**config.mk**
```make
export PLATFORM = sky130hd
export DESIGN_NAME = simon_host_driver
export DESIGN_NICKNAME = d
export VERILOG_FILES = /design/src/rtl/simon_host_driver.sv
export SDC_FILE = /design/constraint.sdc
export NUM_CORES = 1
export LEC_CHECK = 0
export ABC_AREA = 0
export CAP_MARGIN = 20
export CELL_PAD_IN_SITES_DETAIL_PLACEMENT = 0
export CELL_PAD_IN_SITES_GLOBAL_PLACEMENT = 1
export CORE_MARGIN = 5
export CORE_UTILIZATION = 28
export DETAILED_ROUTE_END_ITERATION = 6
export HOLD_SLACK_MARGIN = 0.02
export MAX_ROUTING_LAYER = met4
export PLACE_DENSITY_LB_ADDON = 0.1
export SYNTH_ARGS = -nofsm -noshare
export SYNTH_HDL_FRONTEND = slang
export SYNTH_SLANG_ARGS = --single-unit
export TNS_END_PERCENT = 1
```
**constraint.sdc**
```tcl
create_clock -name clk -period 2.6 [get_ports clk]
set_input_delay 0.65 -clock clk [delete_from_list [all_inputs] [get_ports clk]]
set_output_delay 0.65 -clock clk [all_outputs]
set_load 0.03 [all_outputs]
```
**src/rtl/simon_host_driver.sv**
```systemverilog
// Host-side driver for a SIMON block-cipher core: bridges valid/ready host channels for
// key, block and result onto the core's request/load/done/read strobes, with a watchdog.
module simon_host_driver #(
  parameter int N = 32,
  parameter int M = 3,
  parameter int W = 16
) (
  input  logic             clk,
  input  logic             nR,
  input  logic             key_valid,
  input  logic [M*N-1:0]   key_in,
  input  logic             mode_in,
  output logic             key_ready,
  input  logic             in_valid,
  input  logic [2*N-1:0]   in_data,
  output logic             in_ready,
  output logic             out_valid,
  output logic [2*N-1:0]   out_data,
  input  logic             out_ready,
  output logic             newData,
  output logic             newKey,
  output logic             enc_dec,
  output logic [2*N-1:0]   blockIN,
  output logic [M*N-1:0]   KEY,
  output logic             readData,
  input  logic             loadData,
  input  logic             loadKey,
  input  logic             doneData,
  input  logic [2*N-1:0]   outData,
  output logic             busy,
  output logic             timeout,
  output logic [15:0]      blk_count
);

  typedef enum logic [2:0] {IDLE, KEY_REQ, DATA_REQ, BUSY, ACK} state_t;

  // The counter reads k-1 during the k-th cycle in a state, so expiry fires as cycle 2^W-1 ends.
  localparam logic [W-1:0] WD_LAST = {W{1'b1}} - 1'b1;

  state_t         r_state;
  state_t         w_next;
  logic           w_wdogExpire;
  logic           w_keyFire;
  logic           w_inFire;
  logic           w_outFire;
  logic           w_capture;
  logic           w_watched;
  logic           r_keyLoaded;
  logic           r_encDec;
  logic           r_outValid;
  logic           r_timeout;
  logic [M*N-1:0] r_key;
  logic [2*N-1:0] r_blockIn;
  logic [2*N-1:0] r_outData;
  logic [15:0]    r_blkCount;
  logic [W-1:0]   r_wdog;

  assign w_keyFire = key_valid && key_ready;
  assign w_inFire  = in_valid && in_ready;
  assign w_outFire = r_outValid && out_ready;
  assign w_watched = (r_state == KEY_REQ) || (r_state == DATA_REQ) || (r_state == BUSY);
  // A result may be captured in the same cycle the host drains the previous one.
  assign w_capture = (r_state == BUSY) && doneData && (!r_outValid || out_ready);

  always_ff @(posedge clk) begin
    if (!nR) r_state <= IDLE;
    else     r_state <= w_next;
  end

  always_comb begin
    w_next       = r_state;
    w_wdogExpire = 1'b0;
    case (r_state)
      IDLE:     if (w_keyFire) w_next = KEY_REQ;
                else if (w_inFire) w_next = DATA_REQ;
      KEY_REQ:  if (loadKey) w_next = IDLE;
      DATA_REQ: if (loadData) w_next = BUSY;
      BUSY:     if (w_capture) w_next = ACK;
      ACK:      if (!doneData) w_next = IDLE;
      default:  w_next = IDLE;
    endcase
    if ((w_next == r_state) && w_watched && (r_wdog == WD_LAST)) begin
      w_next       = IDLE;
      w_wdogExpire = 1'b1;
    end
  end

  // in_ready drops while a key is offered so the key handshake always wins.
  always_comb begin
    key_ready = (r_state == IDLE);
    in_ready  = (r_state == IDLE) && r_keyLoaded && !r_outValid && !key_valid;
    busy      = (r_state != IDLE);
    newKey    = (r_state == KEY_REQ);
    newData   = (r_state == DATA_REQ);
    readData  = (r_state == ACK);
  end

  always_ff @(posedge clk) begin
    if (!nR) begin
      r_keyLoaded <= 1'b0;
      r_encDec    <= 1'b0;
      r_key       <= '0;
      r_blockIn   <= '0;
      r_outData   <= '0;
      r_outValid  <= 1'b0;
      r_timeout   <= 1'b0;
      r_blkCount  <= '0;
      r_wdog      <= '0;
    end else begin
      if (w_keyFire) begin
        r_key       <= key_in;
        r_encDec    <= mode_in;
        r_keyLoaded <= 1'b0;
      end else if ((r_state == KEY_REQ) && loadKey) begin
        r_keyLoaded <= 1'b1;
      end
      if (w_inFire) r_blockIn <= in_data;
      if (w_capture) begin
        r_outData  <= outData;
        r_outValid <= 1'b1;
      end else if (w_outFire) begin
        r_outValid <= 1'b0;
      end
      if (w_wdogExpire) r_timeout <= 1'b1;
      if ((r_state == ACK) && !doneData) r_blkCount <= r_blkCount + 16'd1;
      if (w_next != r_state) r_wdog <= '0;
      else if (w_watched)    r_wdog <= r_wdog + 1'b1;
    end
  end

  assign out_valid = r_outValid;
  assign out_data  = r_outData;
  assign enc_dec   = r_encDec;
  assign blockIN   = r_blockIn;
  assign KEY       = r_key;
  assign timeout   = r_timeout;
  assign blk_count = r_blkCount;

endmodule

```
==> results of run 1 <==
per-layer routing:
metal / track usage / vias up
met5: - / -
met4: 0.0520 / 0
met3: 0.0492 / 47
met2: 0.321 / 268
met1: 0.215 / 4362
li1: - / 4884
where the power goes:
part | switching [mW] | internal, mW | total (mW)
sequential | 0.0573 | 4.14 | 4.20
clock | 1.74 | 3.05 | 4.79
combinational | 0.590 | 0.616 | 1.21
cells in the mapped netlist (2+ instances only):
cell type  number
nand4_1         8
or4_1           4
nor2b_1         2
ha_1            3
a211oi_1        4
or3_1           9
dfxtp_1       263
o31ai_1         3
xor2_1          9
buf_2           8
inv_1           7
or4_4           2
or4b_2          2
buf_4           2
buf_1           7
nor2_1         13
and3_1          3
and4_1          5
o21ai_0         8
a21oi_1       237
nor3b_1         3
nand2b_1        4
and2_1          4
xnor2_1         9
clkbuf_1       67
nand2_1       466
nand3_1        12
nor3_1         17
flip-flops by register name, summed over array words and instances (netlist names):
signal,flops
r_wdog,16
enc_dec,1
blockIN,64
out_valid,1
r_keyLoaded,1
timeout,1
out_data,64
r_state,3
blk_count,16
KEY,96
repair_timing:
action	in CTS	in global routing
endpoints found under the setup margin	2	1
pin swaps	0	0
gates resized for setup	3	1
cells by family after synthesis:
family | count (synthesis)
AND/OR/NAND/NOR | 558
AO/OA/AOI/OAI | 266
flip-flops | 263
buffers and inverters | 91
XOR/XNOR | 18
adder cells (fa/ha/maj) | 3
multiplexers | 1
worst max-delay path: stages:
cell and delay, ns:
clkdlybuf4s50_1 0.50, nor2_1 0.18, and3_1 0.23, buf_12 0.14
path summary, 6_finish.rpt:
kind	cells after the start	startpoint	slack (ns)	endpoint
hold / removal	2	KEY[0]	0.45	KEY[0]
setup reg to reg	4	r_state[0]	0.54	r_wdog[13]
hold reg to reg	2	KEY[0]	0.45	KEY[0]
setup / recovery	4	key_valid	0.24	in_ready
layout make-up:
type / count / area share
multi-input cells: 846 / 0.245
repair buffers: 511 / 0.321
inverters: 7 / 0.00193
clock inverters: 7 / 0.00703
flip-flops and latches: 263 / 0.325
well taps: 448 / 0.0346
diodes: 3 / 0.000463
clock buffers: 51 / 0.0641
==> reports/metrics.cfg, run 1 <==
[timing]
slew_headroom=0.674
slew_viol_final=0
hold_ws_ns=0.451
period_share=0.908
fin_ws_ns=0.240
layout_min_cycle_time_ns=2.36
final-setup-viol-count=0
tns_ns=0
timing.fmax_mhz=424
worstMarginPinSlew_ns=0.487
hold_violations=0
finClkSkew_ns=0.0135
rsz0062_at_grt=false

[synth]
synth_simple_gate_area_frac=0.242
synth_flop_cell=dfxtp_1
netlist_area_um2=9580
synth.distinct_cells=47
synth_top_area_cell=dfxtp_1
synth-edff-count=0
syn_avg_cell_area_um2=7.98
synth_top_family_by_area=simple AND/OR/NAND/NOR gates
synth_area_leaders=dfxtp_1, nand2_1, a21oi_1
synth_compound_area_frac=0.149
synthXorXnorAreaFrac=0.0165
synth.area.mux_share=0.00105
async_reset_ff_frac=0
ys_ff_latch=263
synth_adder_area_share=0.00392
ys_warn_count=0
ys_seq_area_frac=0.550
synth.net_count=1436
synth_top_area_share=0.550
synthCells=1200

[routing]
ant_nets=0
firstDrtPassIters=5
drt_iter0_drc=356
drc=0
wl_met2_mm=18.6
vias_per_cell=4.48
dr_wl_met3_mm=2.36
routed_wirelength_mm=36.8
num_vias=9561
highest_layer=met4
met1_length_mm=15.0
routedWlPerCell_um=17.2

[floorplan]
ios=482
die_h_um=195
die_area_um2=38000
num_rows=67
die_w_um=195
start_util=0.285
core_um2=33600

[finish]
seq_area_um2=5270
fin_area_um2=16200
final_cells=2136
area_growth_pct=69.1
postLayoutCoreUtil=0.482
final_common_cell=clkdlybuf4s50_1
multi_input_area_um2=3970
fillers=3323
layout-drive-gt1-share=0.0599
layout_common_cells=clkdlybuf4s50_1, nand2_1, dfxtp_1
fin_nets=1899

[worst_setup_path]
worstPathRequired_ns=1.95
crit_arrival_ns=1.71
cp_max_fo=4
end_kind=primary output
worstSetupPathType=in -> out
worst_setup_path_start_kind=input port

[place]
hpwl_mm=26.6
portBuffers=481
place_area_um2=15000
post-place-cells=2075
place_congestion=0.800
pre_cts_slack_ns=-0.00811

[global_route]
grt_usage=0.186
antenna_found_initial=3
grt_max_degree=86
first_global_vias=9096
grt_pass1_wl_mm=55.0
gr-total-overflow=0

[flow_run]
max_cap_viol_count=0

[clocking]
clkLatencyLatePin_ns=0.50
clock-sinks=263
cts.path.max_buffers=3
cts_setup_buffers=0
cts-root-buf=clkbuf_16
cts_hold_buf=0
path_clk_slew_ns=0.05
cts_buffers=34
cts_max_level=2
cts_tree=done

[run_status]
status=finished, final reports clean

[power]
p_leak_nw=5.64
total_power_mw=10.2
powerDensity_nw_per_um2=629
ir_worst_vdd_mv=0.416

[hold_path]
hp-class=reg -> reg

Note: power is estimated with default switching activity, not from simulation.
==> run 2: changes to the inputs <==
- ABC_CLOCK_PERIOD_IN_PS: default -> 2600
- SKIP_LAST_GASP: default -> 1
==> results of run 2 <==
The final DEF is identical to that of run 1; final timing and power are the same.
Main changes from that run: number of gates resized after CTS 3 -> 1
==> run 3: changes to the inputs <==
- GPL_TIMING_DRIVEN: default -> 0
==> run 3 against run 2 <==
The flow now finishes with violations (setup timing); register-to-register slack got worse by 0.27 ns; sequential power about the same; global-route usage increased by 0.83 points; final area decreased by 1.7%; critical path depth unchanged; count of clock-buffer cells in the layout decreased by 4; routed wire length increased by 4.5%; worst setup slack got worse by 0.34 ns; hold slack got worse by 0.016 ns; sequential cell count unchanged; maximum frequency decreased by 13%; combinational power about the same; critical endpoint unchanged; largest cell class unchanged; largest power group is now registers.
==> reports/metrics.cfg, run 3 (synthesized netlist as in run 1, its figures left out) <==
[timing]
period_share=1.04  ; +0.131
slew_headroom=0.461  ; -0.213
hold_ws_ns=0.435  ; -0.0162 ns
slew_viol_final=0  ; unchanged
timing.fmax_mhz=370  ; -13%
layout_min_cycle_time_ns=2.70  ; +0.342 ns
hold_violations=0  ; unchanged
fin_ws_ns=-0.101  ; -0.342 ns
rsz0062_at_grt=true
worstMarginPinSlew_ns=0.806  ; +0.319 ns
finClkSkew_ns=0.0107  ; -0.00278 ns
final-setup-viol-count=4  ; +4

[worst_setup_path]
cp_max_fo=8  ; +4
worstSetupPathType=reg -> out
worst_setup_path_start_kind=flip-flop
max_stage_delay_ns=0.46  ; -0.04 ns
crit_buf_inv=2  ; unchanged
worstPathRequired_ns=1.95  ; about the same
cpMaxStageDelayCell=dlygate4sd2_1
crit_arrival_ns=2.05  ; +0.34 ns
crit_chain=buf_4 > nor3_4 > and3_1 > dlygate4sd2_1
end_kind=primary output
cpLargestDelayFamily=buffers and inverters

[global_route]
gr-total-overflow=0  ; unchanged
grt_max_degree=15  ; -83%
antenna_found_initial=3  ; unchanged
grt_pass1_wl_mm=57.2  ; +3.9%
first_global_vias=9515  ; +4.6%
grt_usage=0.195  ; +0.00830

[clocking]
cts_hold_buf=0  ; unchanged
cts-root-buf=clkbuf_16
cts_buffers=30  ; -12%
cts_max_level=1  ; -1
cts_tree=done
clock-sinks=263  ; unchanged
cts_setup_buffers=0  ; unchanged
clkLatencyLatePin_ns=0.55  ; +0.05 ns
path_clk_slew_ns=0.06  ; about the same
cts.path.max_buffers=3  ; unchanged

[power]
combPwrFrac=0.125  ; +0.007
swShare=0.244  ; +0.00969
p_leak_nw=5.47  ; -3.0%
seqPwrFrac=0.441  ; +0.029
switching_power_mw=2.32  ; -2.8%
pwr-share-clk=0.433  ; -0.037
ir_worst_vdd_mv=0.460  ; +11%
p_int_mw=7.19  ; -7.9%
powerDensity_nw_per_um2=597  ; -5.1%
total_power_mw=9.51  ; -6.7%

[finish]
final_cells=2185  ; +2.3%
layout-drive-gt1-share=0.0386  ; -0.0213
layout_common_cells=clkdlybuf4s50_1, nand2_1, dfxtp_1
final_common_cell=clkdlybuf4s50_1
fin_area_um2=15900  ; -1.7%
largest_reg_flops=96  ; unchanged
fin_nets=1948  ; +2.6%
fillers=3350  ; +0.81%
area_growth_pct=66.3

[place]
place_congestion=0.817  ; +2.1%
place_area_um2=14900  ; -0.62%
hpwl_mm=29.8  ; +12%
post-place-cells=2128  ; +2.6%
portBuffers=480  ; -0.21%

[floorplan]
core_um2=33600  ; unchanged
start_util=0.285  ; unchanged
die_w_um=195  ; unchanged
die_area_um2=38000  ; unchanged
num_rows=67  ; unchanged
ios=482  ; unchanged
die_h_um=195  ; unchanged

[hold_path]
hp-class=in -> reg

[run_status]
violations=setup timing
status=complete, but fails checks

[routing]
routed_wirelength_mm=38.4  ; +4.5%
drt_iter0_drc=386  ; +8.4%
drc=0  ; unchanged
firstDrtPassIters=5  ; unchanged
num_vias=9883  ; +3.4%
ant_nets=0  ; unchanged
vias_per_cell=4.52  ; +1.0%
routedWlPerCell_um=17.6  ; +2.2%

[flow_run]
max_cap_viol_count=0  ; unchanged

==> run 3: changes by cell type in the layout (fill, tap and decap cells not counted), moves of 2 or more <==
cell | before | now
clkbuf_1 | 8 | 74
buf_4 | 20 | 2
buf_12 | 14 | 0
buf_2 | 0 | 8
buf_1 | 0 | 7
clkbuf_16 | 37 | 31
dlygate4sd2_1 | 1 | 4
bufinv_16 | 3 | 1
clkbuf_2 | 0 | 2
clkinv_2 | 3 | 5
dfxtp_1 | 261 | 263
dfxtp_2 | 2 | 0
inv_6 | 2 | 0
==> run 3: power groups by stage <==
stage / clock network [mW] / logic (mW) / registers, mW
global route: 4.45 / 1.27 / 4.21
floorplan: 0 / 0.288 / 4.49
detailed placement: 0 / 1.20 / 4.29
global placement: 0 / 1.20 / 4.28
CTS: 4.27 / 1.21 / 4.20
finish: 4.12 / 1.19 / 4.20
==> run 3: path summary, 6_finish.rpt <==
check                 endpoint  cells after the start    startpoint  slack [ns]
setup / recovery      in_ready                      4    r_state[0]       -0.10
hold / removal      r_state[2]                      3      doneData        0.44
setup reg to reg   blockIN[20]                      7    r_state[0]        0.27
hold reg to reg   out_data[41]                      2  out_data[41]        0.45
==> run 3: timing repair <==
action	in CTS	in global routing
gates resized for setup	9	2
endpoints found under the setup margin	6	156
cloned	0	0
pin swaps	0	0
==> run 3: through the flow <==
step	TNS, ns	setup slack (ns)	utilization
finish	-0.245	-0.101	0.474
global route	-11.11	-0.228	0.474
CTS	-0.759	-0.217	0.473
detailed placement	-83.38	-0.536	0.444
global placement	-84.21	-0.520	0.444
floorplan	0	0.358	-
==> run 3: layout make-up <==
type | count | area [µm²] | area share
sequential | 263 | 5270 | 0.331
timing repair buffer | 480 | 4800 | 0.301
multi-input combinational | 846 | 3960 | 0.249
clock buffer | 47 | 906 | 0.0569
tap | 448 | 561 | 0.0352
buffer | 84 | 335 | 0.0211
clock inverter | 7 | 62.6 | 0.00393
inverter | 7 | 26.3 | 0.00165
antenna | 3 | 7.51 | 0.000471
==> run 3: tightest hold or removal path, delay by kind of cell <==
kind | cells | cell delay (ns)
buffers and inverters | 1 | 0.15
and+or+nand+nor | 1 | 0.07
AOI/OAI and AO/OA | 1 | 0.06
==> run 3: layer usage <==
metal,vias up,wire length [µm],GRT usage,share of wire
met4,0,927,0.0561,0.024
met1,4536,15700,0.232,0.41
met3,52,2690,0.0455,0.070
li1,4987,-,-,-
met5,-,0,-,0
met2,308,19100,0.330,0.50
